==> src/rtl/csr_regfile_pkg.sv <==
// Shared CSR address map, WARL masks and write-value helpers for csr_regfile.
package csr_regfile_pkg;

    localparam int DATA_WIDTH     = 32;
    localparam int CSR_ADDR_WIDTH = 12;

    typedef logic [CSR_ADDR_WIDTH-1:0] csr_addr_t;
    typedef logic [DATA_WIDTH-1:0]     csr_data_t;

    // Machine-mode CSR addresses
    localparam csr_addr_t CSR_MSTATUS       = 12'h300;
    localparam csr_addr_t CSR_MISA          = 12'h301;
    localparam csr_addr_t CSR_MIE           = 12'h304;
    localparam csr_addr_t CSR_MTVEC         = 12'h305;
    localparam csr_addr_t CSR_MCOUNTINHIBIT = 12'h320;
    localparam csr_addr_t CSR_MSCRATCH      = 12'h340;
    localparam csr_addr_t CSR_MEPC          = 12'h341;
    localparam csr_addr_t CSR_MCAUSE        = 12'h342;
    localparam csr_addr_t CSR_MIP           = 12'h344;
    localparam csr_addr_t CSR_MCYCLE        = 12'hB00;
    localparam csr_addr_t CSR_MINSTRET      = 12'hB02;
    localparam csr_addr_t CSR_MCYCLEH       = 12'hB80;
    localparam csr_addr_t CSR_MINSTRETH     = 12'hB82;
    localparam csr_addr_t CSR_CYCLE         = 12'hC00;
    localparam csr_addr_t CSR_INSTRET       = 12'hC02;
    localparam csr_addr_t CSR_CYCLEH        = 12'hC80;
    localparam csr_addr_t CSR_INSTRETH      = 12'hC82;
    localparam csr_addr_t CSR_MHARTID       = 12'hF14;

    // WARL masks: which bits software can change, plus bits that read as constant 1
    localparam csr_data_t MSTATUS_WMASK       = 32'h0000_0088;
    localparam csr_data_t MSTATUS_RFIXED      = 32'h0000_1800;
    localparam csr_data_t MIE_WMASK           = 32'h0000_0888;
    localparam csr_data_t MTVEC_WMASK         = 32'hFFFF_FFFC;
    localparam csr_data_t MCOUNTINHIBIT_WMASK = 32'h0000_0005;
    localparam csr_data_t MEPC_WMASK          = 32'hFFFF_FFFC;

    localparam int MSTATUS_MIE_BIT  = 3;
    localparam int MSTATUS_MPIE_BIT = 7;
    localparam int INHIBIT_CY_BIT   = 0;
    localparam int INHIBIT_IR_BIT   = 2;

    // True for addresses whose contents software can change
    function automatic logic csr_is_writable(input csr_addr_t addr);
        case (addr)
            CSR_MSTATUS, CSR_MIE, CSR_MTVEC, CSR_MCOUNTINHIBIT, CSR_MSCRATCH,
            CSR_MEPC, CSR_MCAUSE, CSR_MCYCLE, CSR_MCYCLEH, CSR_MINSTRET,
            CSR_MINSTRETH: return 1'b1;
            default:       return 1'b0;
        endcase
    endfunction

    // Value a write would leave behind, as seen by a subsequent read
    function automatic csr_data_t csr_write_value(input csr_addr_t addr, input csr_data_t data);
        case (addr)
            CSR_MSTATUS:       return (data & MSTATUS_WMASK) | MSTATUS_RFIXED;
            CSR_MIE:           return data & MIE_WMASK;
            CSR_MTVEC:         return data & MTVEC_WMASK;
            CSR_MCOUNTINHIBIT: return data & MCOUNTINHIBIT_WMASK;
            CSR_MEPC:          return data & MEPC_WMASK;
            CSR_MSCRATCH, CSR_MCAUSE, CSR_MCYCLE, CSR_MCYCLEH,
            CSR_MINSTRET, CSR_MINSTRETH: return data;
            default:           return '0;
        endcase
    endfunction

endpackage

==> src/rtl/csr_counter64.sv <==
// 64-bit counter with inhibit, increment enable and 32-bit half-word writes.
// A write to either half suppresses the increment for the whole counter.
module csr_counter64
    import csr_regfile_pkg::*;
(
    input  logic                  clk_i,
    input  logic                  rst_i,
    input  logic                  inhibit_i,
    input  logic                  inc_i,
    input  logic                  we_lo_i,
    input  logic                  we_hi_i,
    input  logic [DATA_WIDTH-1:0] wdata_i,
    output logic [63:0]           count_o
);

    logic [63:0] count_q;

    // Software write takes priority over counting; carry into the high half is same-cycle
    always_ff @(posedge clk_i or negedge rst_i) begin
        if (!rst_i) begin
            count_q <= '0;
        end else if (we_lo_i) begin
            count_q[31:0] <= wdata_i;
        end else if (we_hi_i) begin
            count_q[63:32] <= wdata_i;
        end else if (inc_i && !inhibit_i) begin
            count_q <= count_q + 64'd1;
        end
    end

    assign count_o = count_q;

endmodule

==> src/rtl/csr_regfile.sv <==
// Machine-mode CSR file: WB-stage write port, combinational read port with
// write bypass, trap/mret state and the mcycle/minstret counters.
module csr_regfile
    import csr_regfile_pkg::*;
#(
    parameter logic [DATA_WIDTH-1:0] HART_ID     = 32'h0000_0000,
    parameter logic [DATA_WIDTH-1:0] MISA_VALUE  = 32'h4000_0100,
    parameter logic [DATA_WIDTH-1:0] MTVEC_RESET = 32'h0000_0000
)(
    input  logic                      clk_i,
    input  logic                      rst_i,
    input  logic                      csr_we_i,
    input  logic [CSR_ADDR_WIDTH-1:0] csr_waddr_i,
    input  logic [DATA_WIDTH-1:0]     csr_wdata_i,
    input  logic [CSR_ADDR_WIDTH-1:0] csr_raddr_i,
    output logic [DATA_WIDTH-1:0]     csr_rdata_o,
    output logic                      csr_rvalid_o,
    input  logic                      instret_i,
    input  logic                      trap_i,
    input  logic [DATA_WIDTH-1:0]     trap_pc_i,
    input  logic [DATA_WIDTH-1:0]     trap_cause_i,
    input  logic                      mret_i,
    output logic [DATA_WIDTH-1:0]     mtvec_o,
    output logic [DATA_WIDTH-1:0]     mepc_o,
    output logic                      mie_global_o
);

    logic            mstatus_mie_q;
    logic            mstatus_mpie_q;
    csr_data_t       mie_q;
    csr_data_t       mtvec_q;
    csr_data_t       minhibit_q;
    csr_data_t       mscratch_q;
    csr_data_t       mepc_q;
    csr_data_t       mcause_q;
    logic [63:0]     cycle_cnt;
    logic [63:0]     instret_cnt;

    csr_data_t       wr_value;
    logic            we_mstatus, we_mie, we_mtvec, we_minhibit, we_mscratch;
    logic            we_mepc, we_mcause;
    logic            we_cyc_lo, we_cyc_hi, we_ins_lo, we_ins_hi;

    csr_data_t       mstatus_rd;
    csr_data_t       stored_rd;
    logic            bypass;

    // Decode the WB write into per-register strobes and the masked write value
    always_comb begin
        we_mstatus  = 1'b0;
        we_mie      = 1'b0;
        we_mtvec    = 1'b0;
        we_minhibit = 1'b0;
        we_mscratch = 1'b0;
        we_mepc     = 1'b0;
        we_mcause   = 1'b0;
        we_cyc_lo   = 1'b0;
        we_cyc_hi   = 1'b0;
        we_ins_lo   = 1'b0;
        we_ins_hi   = 1'b0;
        wr_value    = csr_write_value(csr_waddr_i, csr_wdata_i);
        if (csr_we_i) begin
            case (csr_waddr_i)
                CSR_MSTATUS:       we_mstatus  = 1'b1;
                CSR_MIE:           we_mie      = 1'b1;
                CSR_MTVEC:         we_mtvec    = 1'b1;
                CSR_MCOUNTINHIBIT: we_minhibit = 1'b1;
                CSR_MSCRATCH:      we_mscratch = 1'b1;
                CSR_MEPC:          we_mepc     = 1'b1;
                CSR_MCAUSE:        we_mcause   = 1'b1;
                CSR_MCYCLE:        we_cyc_lo   = 1'b1;
                CSR_MCYCLEH:       we_cyc_hi   = 1'b1;
                CSR_MINSTRET:      we_ins_lo   = 1'b1;
                CSR_MINSTRETH:     we_ins_hi   = 1'b1;
                default:           ;
            endcase
        end
    end

    // mstatus interrupt-enable stack: trap beats mret beats software write
    always_ff @(posedge clk_i or negedge rst_i) begin
        if (!rst_i) begin
            mstatus_mie_q  <= 1'b0;
            mstatus_mpie_q <= 1'b0;
        end else if (trap_i) begin
            mstatus_mpie_q <= mstatus_mie_q;
            mstatus_mie_q  <= 1'b0;
        end else if (mret_i) begin
            mstatus_mie_q  <= mstatus_mpie_q;
            mstatus_mpie_q <= 1'b1;
        end else if (we_mstatus) begin
            mstatus_mie_q  <= wr_value[MSTATUS_MIE_BIT];
            mstatus_mpie_q <= wr_value[MSTATUS_MPIE_BIT];
        end
    end

    // Trap capture of mepc/mcause, overriding any same-cycle software write
    always_ff @(posedge clk_i or negedge rst_i) begin
        if (!rst_i) begin
            mepc_q   <= '0;
            mcause_q <= '0;
        end else if (trap_i) begin
            mepc_q   <= trap_pc_i & MEPC_WMASK;
            mcause_q <= trap_cause_i;
        end else begin
            if (we_mepc)   mepc_q   <= wr_value;
            if (we_mcause) mcause_q <= wr_value;
        end
    end

    // Plain software-written registers
    always_ff @(posedge clk_i or negedge rst_i) begin
        if (!rst_i) begin
            mie_q      <= '0;
            mtvec_q    <= MTVEC_RESET;
            minhibit_q <= '0;
            mscratch_q <= '0;
        end else begin
            if (we_mie)      mie_q      <= wr_value;
            if (we_mtvec)    mtvec_q    <= wr_value;
            if (we_minhibit) minhibit_q <= wr_value;
            if (we_mscratch) mscratch_q <= wr_value;
        end
    end

    csr_counter64 u_mcycle (
        .clk_i     (clk_i),
        .rst_i     (rst_i),
        .inhibit_i (minhibit_q[INHIBIT_CY_BIT]),
        .inc_i     (1'b1),
        .we_lo_i   (we_cyc_lo),
        .we_hi_i   (we_cyc_hi),
        .wdata_i   (csr_wdata_i),
        .count_o   (cycle_cnt)
    );

    csr_counter64 u_minstret (
        .clk_i     (clk_i),
        .rst_i     (rst_i),
        .inhibit_i (minhibit_q[INHIBIT_IR_BIT]),
        .inc_i     (instret_i),
        .we_lo_i   (we_ins_lo),
        .we_hi_i   (we_ins_hi),
        .wdata_i   (csr_wdata_i),
        .count_o   (instret_cnt)
    );

    // Combinational read mux; a pending write to the same writable address is forwarded.
    // Bypass is gated by reset so an in-flight write never shows through during reset.
    always_comb begin
        mstatus_rd                   = MSTATUS_RFIXED;
        mstatus_rd[MSTATUS_MIE_BIT]  = mstatus_mie_q;
        mstatus_rd[MSTATUS_MPIE_BIT] = mstatus_mpie_q;
        stored_rd    = '0;
        csr_rvalid_o = 1'b1;
        case (csr_raddr_i)
            CSR_MSTATUS:                  stored_rd = mstatus_rd;
            CSR_MISA:                     stored_rd = MISA_VALUE;
            CSR_MIE:                      stored_rd = mie_q;
            CSR_MTVEC:                    stored_rd = mtvec_q;
            CSR_MCOUNTINHIBIT:            stored_rd = minhibit_q;
            CSR_MSCRATCH:                 stored_rd = mscratch_q;
            CSR_MEPC:                     stored_rd = mepc_q;
            CSR_MCAUSE:                   stored_rd = mcause_q;
            CSR_MIP:                      stored_rd = '0;
            CSR_MCYCLE, CSR_CYCLE:        stored_rd = cycle_cnt[31:0];
            CSR_MCYCLEH, CSR_CYCLEH:      stored_rd = cycle_cnt[63:32];
            CSR_MINSTRET, CSR_INSTRET:    stored_rd = instret_cnt[31:0];
            CSR_MINSTRETH, CSR_INSTRETH:  stored_rd = instret_cnt[63:32];
            CSR_MHARTID:                  stored_rd = HART_ID;
            default:                      csr_rvalid_o = 1'b0;
        endcase
        bypass = rst_i && csr_we_i && (csr_waddr_i == csr_raddr_i) &&
                 csr_is_writable(csr_raddr_i);
        csr_rdata_o = bypass ? wr_value : stored_rd;
    end

    assign mtvec_o      = mtvec_q;
    assign mepc_o       = mepc_q;
    assign mie_global_o = mstatus_mie_q;

endmodule

==> config.mk <==
export PLATFORM = sky130hd
export DESIGN_NAME = csr_regfile
export DESIGN_NICKNAME = d
export VERILOG_FILES = /design/src/rtl/csr_regfile_pkg.sv /design/src/rtl/csr_counter64.sv /design/src/rtl/csr_regfile.sv
export SDC_FILE = /design/constraint.sdc
export NUM_CORES = 1
export LEC_CHECK = 0
export BUFFER_PORTS_ARGS = -buffer_cell sky130_fd_sc_hd__buf_2
export CAP_MARGIN = 20
export CORE_AREA = 3 3 221 223
export DETAILED_ROUTE_END_ITERATION = 8
export DIE_AREA = 0 0 224 226
export GPL_TIMING_DRIVEN = 0
export PLACE_DENSITY = 0.64
export SLEW_MARGIN = 20
export SYNTH_ARGS = -nofsm -noshare
export SYNTH_HDL_FRONTEND = slang
export SYNTH_SLANG_ARGS = --single-unit
==> constraint.sdc <==
create_clock -name clk_i -period 5.03 [get_ports clk_i]
set_clock_uncertainty 0.1 [all_clocks]
set_input_delay 1.006 -clock clk_i [delete_from_list [all_inputs] [get_ports clk_i]]
set_output_delay 1.006 -clock clk_i [all_outputs]
set_load 0.02 [all_outputs]
# Word-level counts from Yosys, hierarchy flattened
# Cells that the tools add are included.
# totals
regBits	322
out_inout_bits	98
# classes
add_sub_neg	2
bitwise_logic	2
n_mux	45
n_reduce_logical	22
n_eq_ne	34
# op_table
operator	count
$pmux 32 s12	1
$mux 32	11
$eq 12x10->1 const B	16
$pmux 32 s5	1
$eq 12x12->1 const B	13
$add 64x1->64 const B	2
$mux 64	2
$mux 1	30
$reduce_or 18->1	1
$eq 12x12->1	1
$reduce_or 11->1	1
$reduce_or 2->1	5
$ne 2x1->1 const B	4
$reduce_and 2->1	4
$reduce_bool 2->1	4
$reduce_or 6->1	1
$logic_and 1x1->1	4
$reduce_bool 3->1	1
$not 1->1	2
$logic_not 1->1	1

# Depth between registers and ports, before layout
# Gate-level depths: netlist of run 1.
# logic_depth
depth_word	6
mapped_depth	10

# Modules after synthesis
# A second synthesis of run 1 with hierarchy kept.
# unflattened
hier_cells	2221
area_unflattened_um2	19560.0
# modules_own_cells
mod	seq_area_each_um2	area_each_um2	instances	cells_per_inst
csr_regfile	4854.7	11258.3	1	1213
csr_counter64 (u_mcycle)	1601.5	4285.4	1	521
csr_counter64 (u_minstret)	1601.5	4016.4	1	487

# Worst setup path before layout of run 1
# No wires, ideal clock.
# synth_path
path_kind	input -> output
start	input port csr_raddr_i[5]
end	output port csr_rdata_o[18]
setup_slack_ns	0.714
stages	9
path_buffers	3
arrival_time_ns	3.210
cell_sequence	buf_2 > or4b_1 > clkbuf_1 > or3_1 > buf_2 > o22a_1 > o21ai_0 > a22oi_1 > o31ai_1
# synth_between
elab_chain_cells	5
# synth_rtl
item	line	source
from (decl)	csr_regfile.sv:15	input logic [CSR_ADDR_WIDTH-1:0] csr_raddr_i,
$eq 12x10->1 or $eq 12x12->1 (tied branches)	csr_regfile_pkg.sv:45, csr_regfile.sv:156	
$reduce_or 11->1	csr_regfile_pkg.sv:45	case (addr)
$mux 1	csr_regfile_pkg.sv:45	
$logic_and 1x1->1	csr_regfile.sv:173	bypass = rst_i && csr_we_i && (csr_waddr_i == csr_raddr_i) &&
$mux 32 *	csr_regfile.sv:175	csr_rdata_o = bypass ? wr_value : stored_rd;
to (decl)	csr_regfile.sv:16	output logic [DATA_WIDTH-1:0] csr_rdata_o,
# Mark *: on every way between the ends. The rest lies on a longest branch, timed or not.

# Worst setup path in the final report of run 1
# layout_path
start	input port csr_raddr_i[8]
end	output port csr_rdata_o[8]
# The elaborated chain is that of the path after synthesis.

==> results.md, run 1 <==
| Group | Quantity | This run |
| --- | --- | --- |
| synthesis | Top cells by area, synth | dfrtp_1, mux2i_1, nand2_1 |
| layout | Layout-stage area growth over the synthesis result | 18.9% |
| sta | Pin slew with the least headroom to its limit | 1240 ps |
| layout | Nets | 2,485 |
| worst setup path | Arrival time worst endpoint | 4060 ps |
| synthesis | Synth unique cells | 82 |
| die | Die area | 0.0506 sq mm |
| cts | TritonCTS Buffers | 40 |
| sta | Max-slew violation count | 0 |
| cts | Root buf cell | clkbuf_16 |
| cts | Maximum buffer depth of the clock tree | 3 |
| placed design | Final Wtd Congestion | 0.992 |
| synthesis | Sequential area share after synthesis | 0.430 |
| sta | Slew HR | 0.166 |
| worst setup path | CP Launch Type | primary input |
| worst setup path | Most used cell, CP | buf_2 |
| sta | Period utilization | 1.03 |
| layout | Final Instance Count excl. Fillers | 2,993 |
| cts | Clock Latency Late Sink | 610 ps |
| synthesis | Number of synthesized flops with an enable pin | 0 |
| die | Effective utilization at floorplan | 0.400 |
| detailed routing | Detail-routed net length per standard cell | 30.4 um |
| synthesis | Number of storage elements in the synthesis netlist | 322 |
| worst setup path | Highest fanout seen on the critical path | 10 |
| sta | Upper clock frequency limit | 0.194 GHz |
| run status | Run status | complete, but fails checks |
| synthesis | Mapped Cells | 2,100 |
| worst setup path | Worst Path Class, Setup | primary input to primary output |
| global routing | GRT overflow | 0 |
| detailed routing | Number of design rule violations left after detail routing | 0 |
| power | VDD IR max | 0.000204 V |
| worst setup path | Critical Path, Cell by Cell | buf_2 -> nor3b_1 -> o21ai_0 -> nor2_2 -> a2bb2oi_1 -> or2_2 -> o22ai_1 -> buf_2 |
| hold path | Worst min path class | primary input to async pin |
| cts | Clock transition at the registers of the reported paths | 60 ps |
| die | Top-Level Pins | 224 |
| placed design | Post-DP HPWL | 68,900 um |
| detailed routing | Drt first-iter violations | 2,713 |
| power | Total leakage power | 9.68 nW |
| layout | Core occupancy in the finished layout | 0.476 |
| synthesis | Synth area leader | dfrtp_1 |
| cts | Clock sinks | 322 |
| synthesis | Most common flop cell mapped by yosys | dfrtp_1 |
| placed design | Port-buffer cells | 209 |
| sta | Setup repair after global routing missed its margin | true |
| global routing | Initial antenna violation count | 0 |
| sta | Final hold violation count | 0 |
| worst setup path | Biggest cell delay along the critical path | 590 ps |
| die | Number of standard-cell rows in the floorplan | 79 |
| cts | Htree depth | 2 |
| detailed routing | Iteration count of the initial detailed-routing pass | 7 |
| run | Number of max-cap violations | 0 |
| global routing | Number of global-route vias before repair | 18,500 |
| power | Overall power after layout | 6.69 mW |
| run status | Failing checks | negative setup slack |
| sta | Final setup vio count | 8 |
| sta | Final setup slack of the worst path | -133 ps |
| worst setup path | Family with the most delay on the worst path | simple AND/OR/NAND/NOR gates |
| synthesis | Summed instance area of the synthesized netlist | 0.0187 sq mm |
| layout | Highest-count cells in the layout ignoring fill and taps | dfrtp_1, nand2_1, buf_2 |
| synthesis | Area share of the largest cell type after synthesis | 0.430 |
| die | Chip Height | 226 um |
| synthesis | Proportion of synthesized flip-flops having asynchronous set or reset | 1.00 |
| layout | Ant. Diodes | 0 |
| power | PD cells | 301 mW/mm^2 |
| die | Core Footprint | 0.0468 sq mm |
| worst setup path | Required time of the worst setup path | 3920 ps |
| global routing | First-pass GRT wire length | 129,000 um |
| global routing | Overall fraction of global-route tracks in use | 0.348 |
| sta | Minimum clock period | 5160 ps |
| synthesis | Post-synth net total | 2,228 |
| placed design | Number of placed instances, taps included | 2,923 |
| detailed routing | Via Count | 19,800 |
| detailed routing | Total wirelength of the detailed-routed design | 90,900 um |
| worst setup path | Slowest cell on the critical path | nor3b_1 |
| layout | Leading cell type in the layout, fill and taps excluded | dfrtp_1 |
| detailed routing | Via/cell ratio | 6.60 |
| layout | Ratio of cells with drive above 1 in the final layout | 0.167 |
| detailed routing | ANT nets after route | 0 |
| die | Die boundary width | 224 um |
| worst setup path | Endpoint kind of the worst setup timing path | primary output |
| cts | TritonCTS clock tree | done |
| worst setup path | WP buf/inv | 2 |
| synthesis | Warning count from the yosys run | 0 |
| global routing | Pin count of the biggest net entering global routing | 93 |
| synthesis | Post-synthesis average cell area | 8.92 sq um |
[cell usage after synthesis (17+ instances only)]
master	count
a22oi_1	61
nand2_1	321
nor4_1	22
nor2_1	106
o31ai_1	18
xor2_1	48
mux2i_1	128
xnor2_1	35
o21ai_0	216
a21oi_1	63
or3_1	17
o22ai_1	48
buf_2	30
and3_1	31
nand4_1	54
nand3_1	58
nor3_1	39
inv_1	24
a211oi_1	24
and2_1	70
clkbuf_1	112
dfrtp_1	322
[power by group]
part	switching, mW	internal (mW)	leakage [nW]
Sequential	0.141	2.70	4.22
Clock	1.31	1.85	0.683
Combinational	0.470	0.225	4.77
Total	1.92	4.77	9.68
[worst paths after layout]
check	start	endpoint	slack, ps	cells after the start
setup / recovery	csr_raddr_i[8]	csr_rdata_o[8]	-130	8
hold / removal	rst_i	mtvec_o[7]	270	1
setup reg to reg	u_mcycle.count_o[12]	u_mcycle.count_o[60]	1650	6
hold reg to reg	mscratch_q[13]	mscratch_q[13]	380	2
max in group asynchronous	rst_i	u_minstret.count_o[18]	3190	3
min in group clk_i	mscratch_q[13]	mscratch_q[13]	380	2
[routing by layer]
metal	vias up	GRT usage	wire length [um]
li1	8238	-	-
met1	9821	0.454	35100
met2	1409	0.548	40800
met3	283	0.0909	10400
met4	0	0.155	4580
met5	-	0	0
[flip-flops by register name, summed over array words and instances, names as in the netlist]
| name | flops |
|---|---|
| mscratch_q | 32 |
| mstatus_mpie_q | 1 |
| mepc_o | 32 |
| mie_global_o | 1 |
| u_mcycle.count_o | 64 |
| mtvec_o | 32 |
| minhibit_q | 32 |
| mcause_q | 32 |
| u_minstret.count_o | 64 |
| mie_q | 32 |
[through the flow]
| step | hold slack [ps] | area [sq um] | setup WS, ps | TNS (ps) |
|---|---|---|---|---|
| floorplan | 346 | 18700 | 714 | 0 |
| global placement | 362 | 20500 | -4800 | -1317200 |
| detailed placement | 370 | 20700 | -554 | -8930 |
| CTS | 306 | 22200 | 8.47 | 0 |
| global route | 312 | 22300 | -71.8 | -139 |
| finish | 269 | 22300 | -133 | -470 |
[logic make-up (layout without fill, tap and decap cells)]
kind of cell / count (synthesis) / count (layout) / synth area share
mux: 142 / 142 / 0.0769
simple gates: 808 / 808 / 0.217
fa+ha+maj: 2 / 2 / 0.00134
buf+inv: 178 / 464 / 0.0394
xor+xnor: 83 / 83 / 0.0388
compound gates: 565 / 565 / 0.196
flops: 322 / 322 / 0.430
[repair_timing]
action / in CTS / in global routing
pin swaps: 0 / 2
buffers inserted: 0 / 0
hold buffers: 0 / 0
resized for setup: 27 / 20
endpoints found under the setup margin: 32 / 19
[final cells by class]
cell class,count,area [sq um]
Fill cell,4531,24500
Multi-Input combinational cell,1600,10100
Sequential cell,322,8060
Timing Repair Buffer,216,1160
Clock buffer,52,1120
Tap cell,607,759
Buffer,152,671
Clock inverter,19,308
Inverter,25,96.3
Power figures use the tool's default switching activity.
==> run 2: changes to the inputs <==
--- a/config.mk
+++ b/config.mk
@@ -12,6 +12,7 @@
 export DIE_AREA = 0 0 224 226
 export GPL_TIMING_DRIVEN = 0
 export PLACE_DENSITY = 0.64
+export RECOVER_POWER = 25
 export SLEW_MARGIN = 20
 export SYNTH_ARGS = -nofsm -noshare
 export SYNTH_HDL_FRONTEND = slang
==> run 2 against run 1 <==
Against the previous run: highest routed layer unchanged; clock power about the same; die area unchanged; register-to-register slack better by 60 ps; the run ends with max-capacitance violations, max-slew violations, negative setup slack left; critical path depth unchanged; global-route usage unchanged; sequential cell count unchanged; sequential share of layout area up 0.073 points.
==> results.md, run 2 (same netlist as run 1, synthesis figures left out) <==
| Group | Quantity | This run |
| --- | --- | --- |
| cts | Clock transition at the registers of the reported paths | 60 ps |
| power | Cell-internal power | 4.77 mW |
| global routing | Initial antenna violation count | 0 |
| cts | Setup fix buffers added after clock tree synthesis | 0 |
| sta | Period utilization | 1.03 |
| worst setup path | Highest fanout seen on the critical path | 10 |
| die | Chip Height | 226 um |
| placed design | Post-DP HPWL | 68,900 um |
| global routing | Number of global-route vias before repair | 18,500 |
| die | Effective utilization at floorplan | 0.400 |
| power | Switching pwr | 1.92 mW |
| placed design | Port-buffer cells | 209 |
| layout | Nets | 2,485 |
| power | Switching share of power | 0.287 |
| sta | Slew HR | -0.541 |
| global routing | First-pass GRT wire length | 129,000 um |
| global routing | GRT overflow | 0 |
| detailed routing | Via Count | 19,600 |
| cts | Maximum buffer depth of the clock tree | 3 |
| sta | Final setup vio count | 8 |
| layout | Final Instance Count excl. Fillers | 2,993 |
| run status | Failing checks | max-capacitance violations, max-slew violations, negative setup slack |
| worst setup path | Required time of the worst setup path | 3920 ps |
| die | Number of standard-cell rows in the floorplan | 79 |
| run status | Run status | complete, but fails checks |
| sta | Pin slew with the least headroom to its limit | 2310 ps |
| cts | Clock Latency Late Sink | 610 ps |
| placed design | Final Wtd Congestion | 0.992 |
| detailed routing | Detail-routed net length per standard cell | 30.3 um |
| worst setup path | Endpoint kind of the worst setup timing path | primary output |
| layout | Highest-count cells in the layout ignoring fill and taps | dfrtp_1, nand2_1, buf_2 |
| layout | Ratio of cells with drive above 1 in the final layout | 0.167 |
| global routing | Pin count of the biggest net entering global routing | 93 |
| sta | Final hold violation count | 0 |
| detailed routing | Via/cell ratio | 6.55 |
| layout | Layout-stage area growth over the synthesis result | 18.6% |
| worst setup path | Worst Path Class, Setup | primary input to primary output |
| worst setup path | CP Launch Type | primary input |
| cts | TritonCTS Buffers | 40 |
| power | Share of power burned in combinational logic | 0.103 |
| layout | Ant. Diodes | 0 |
| cts | Htree depth | 2 |
| power | VDD IR max | 0.000207 V |
| detailed routing | Drt first-iter violations | 2,576 |
| layout | Leading cell type in the layout, fill and taps excluded | dfrtp_1 |
| cts | Clock sinks | 322 |
| detailed routing | Number of design rule violations left after detail routing | 0 |
| placed design | Post-Place Worst Slack | -554 ps |
| global routing | Overall fraction of global-route tracks in use | 0.348 |
| power | Total leakage power | 9.66 nW |
| die | Core Footprint | 0.0468 sq mm |
| worst setup path | Depth of the most critical reg-to-reg path | 7 |
| power | Clock network fraction of total power | 0.472 |
| detailed routing | ANT nets after route | 0 |
| die | Die area | 0.0506 sq mm |
| die | Die boundary width | 224 um |
| die | Top-Level Pins | 224 |
| sta | Upper clock frequency limit | 0.193 GHz |
| power | Sequential Power Share | 0.425 |
| detailed routing | Iteration count of the initial detailed-routing pass | 6 |
| cts | Root buf cell | clkbuf_16 |
| sta | Minimum clock period | 5190 ps |
| placed design | Number of placed instances, taps included | 2,923 |
| sta | Setup repair after global routing missed its margin | true |
| sta | Max-slew violation count | 164 |
| hold path | Worst min path class | primary input to async pin |
| cts | TritonCTS clock tree | done |
| worst setup path | Arrival time worst endpoint | 4080 ps |
| detailed routing | Total wirelength of the detailed-routed design | 90,800 um |
| run | Number of max-cap violations | 2 |
| power | PD cells | 301 mW/mm^2 |
| sta | Final setup slack of the worst path | -155 ps |
-- run 2: cell count changes in the layout (fill, tap and decap cells not counted) --
cell      before  now
buf_16         3    1
clkbuf_2      14   16
-- run 2: final timing paths --
path                                              from  slack, ps                      to
min in group clk_i                      mscratch_q[13]        380          mscratch_q[13]
max in group asynchronous                        rst_i       1890            mcause_q[21]
worst min register to register          mscratch_q[13]        380          mscratch_q[13]
worst min-delay path                             rst_i        260              mtvec_o[7]
worst max-delay path                    csr_raddr_i[8]       -160          csr_rdata_o[8]
worst max register to register  u_minstret.count_o[12]       1710  u_minstret.count_o[33]
-- run 2: through the flow --
| step | power [mW] | hold WS (ps) | area, sq um | TNS, ps | utilization |
|---|---|---|---|---|---|
| floorplan | 3.17 | 346 | 18700 | 0 | - |
| global placement | 3.52 | 362 | 20500 | -1317200 | 0.439 |
| detailed placement | 3.55 | 370 | 20700 | -8930 | 0.442 |
| CTS | 6.66 | 306 | 22200 | 0 | 0.475 |
| global route | 6.83 | 296 | 22200 | -139 | 0.475 |
| finish | 6.69 | 256 | 22200 | -483 | 0.475 |
-- run 2: routing by layer --
metal / global-route usage / vias to the layer above / part of all wire
li1: - / 8235 / -
met1: 0.454 / 9749 / 0.39
met2: 0.548 / 1349 / 0.45
met3: 0.0909 / 271 / 0.11
met4: 0.155 / 0 / 0.048
met5: 0 / - / 0
-- run 2: layout make-up --
cell class                 count  area (sq um)
buffer                       152           671
clock inverter                19           308
multi-input combinational   1600         10100
inverter                      25          96.3
clock buffer                  52          1120
tap                          607           759
timing repair buffer         216          1120
sequential                   322          8060
fill                        4537         24500
-- run 2: critical path: stages --
cell,delay [ps]
buf_2,130
nor3b_1,590
o21ai_0,320
nor2_2,560
a2bb2oi_1,410
or2_2,440
o22ai_1,370
buf_2,240
-- run 2: timing repair --
item | in CTS | in global routing
setup endpoints to repair | 32 | 19
gates resized for setup | 27 | 20
pin swaps | 0 | 2
hold buffers | 0 | 0
-- run 2: power by group through the flow --
stage | clock [mW] | combinational, mW | sequential [mW]
after floorplan | 0 | 0.307 | 2.86
after global placement | 0 | 0.648 | 2.87
after detailed placement | 0 | 0.669 | 2.88
after CTS | 3.15 | 0.677 | 2.83
after global routing | 3.25 | 0.732 | 2.85
final | 3.16 | 0.692 | 2.84
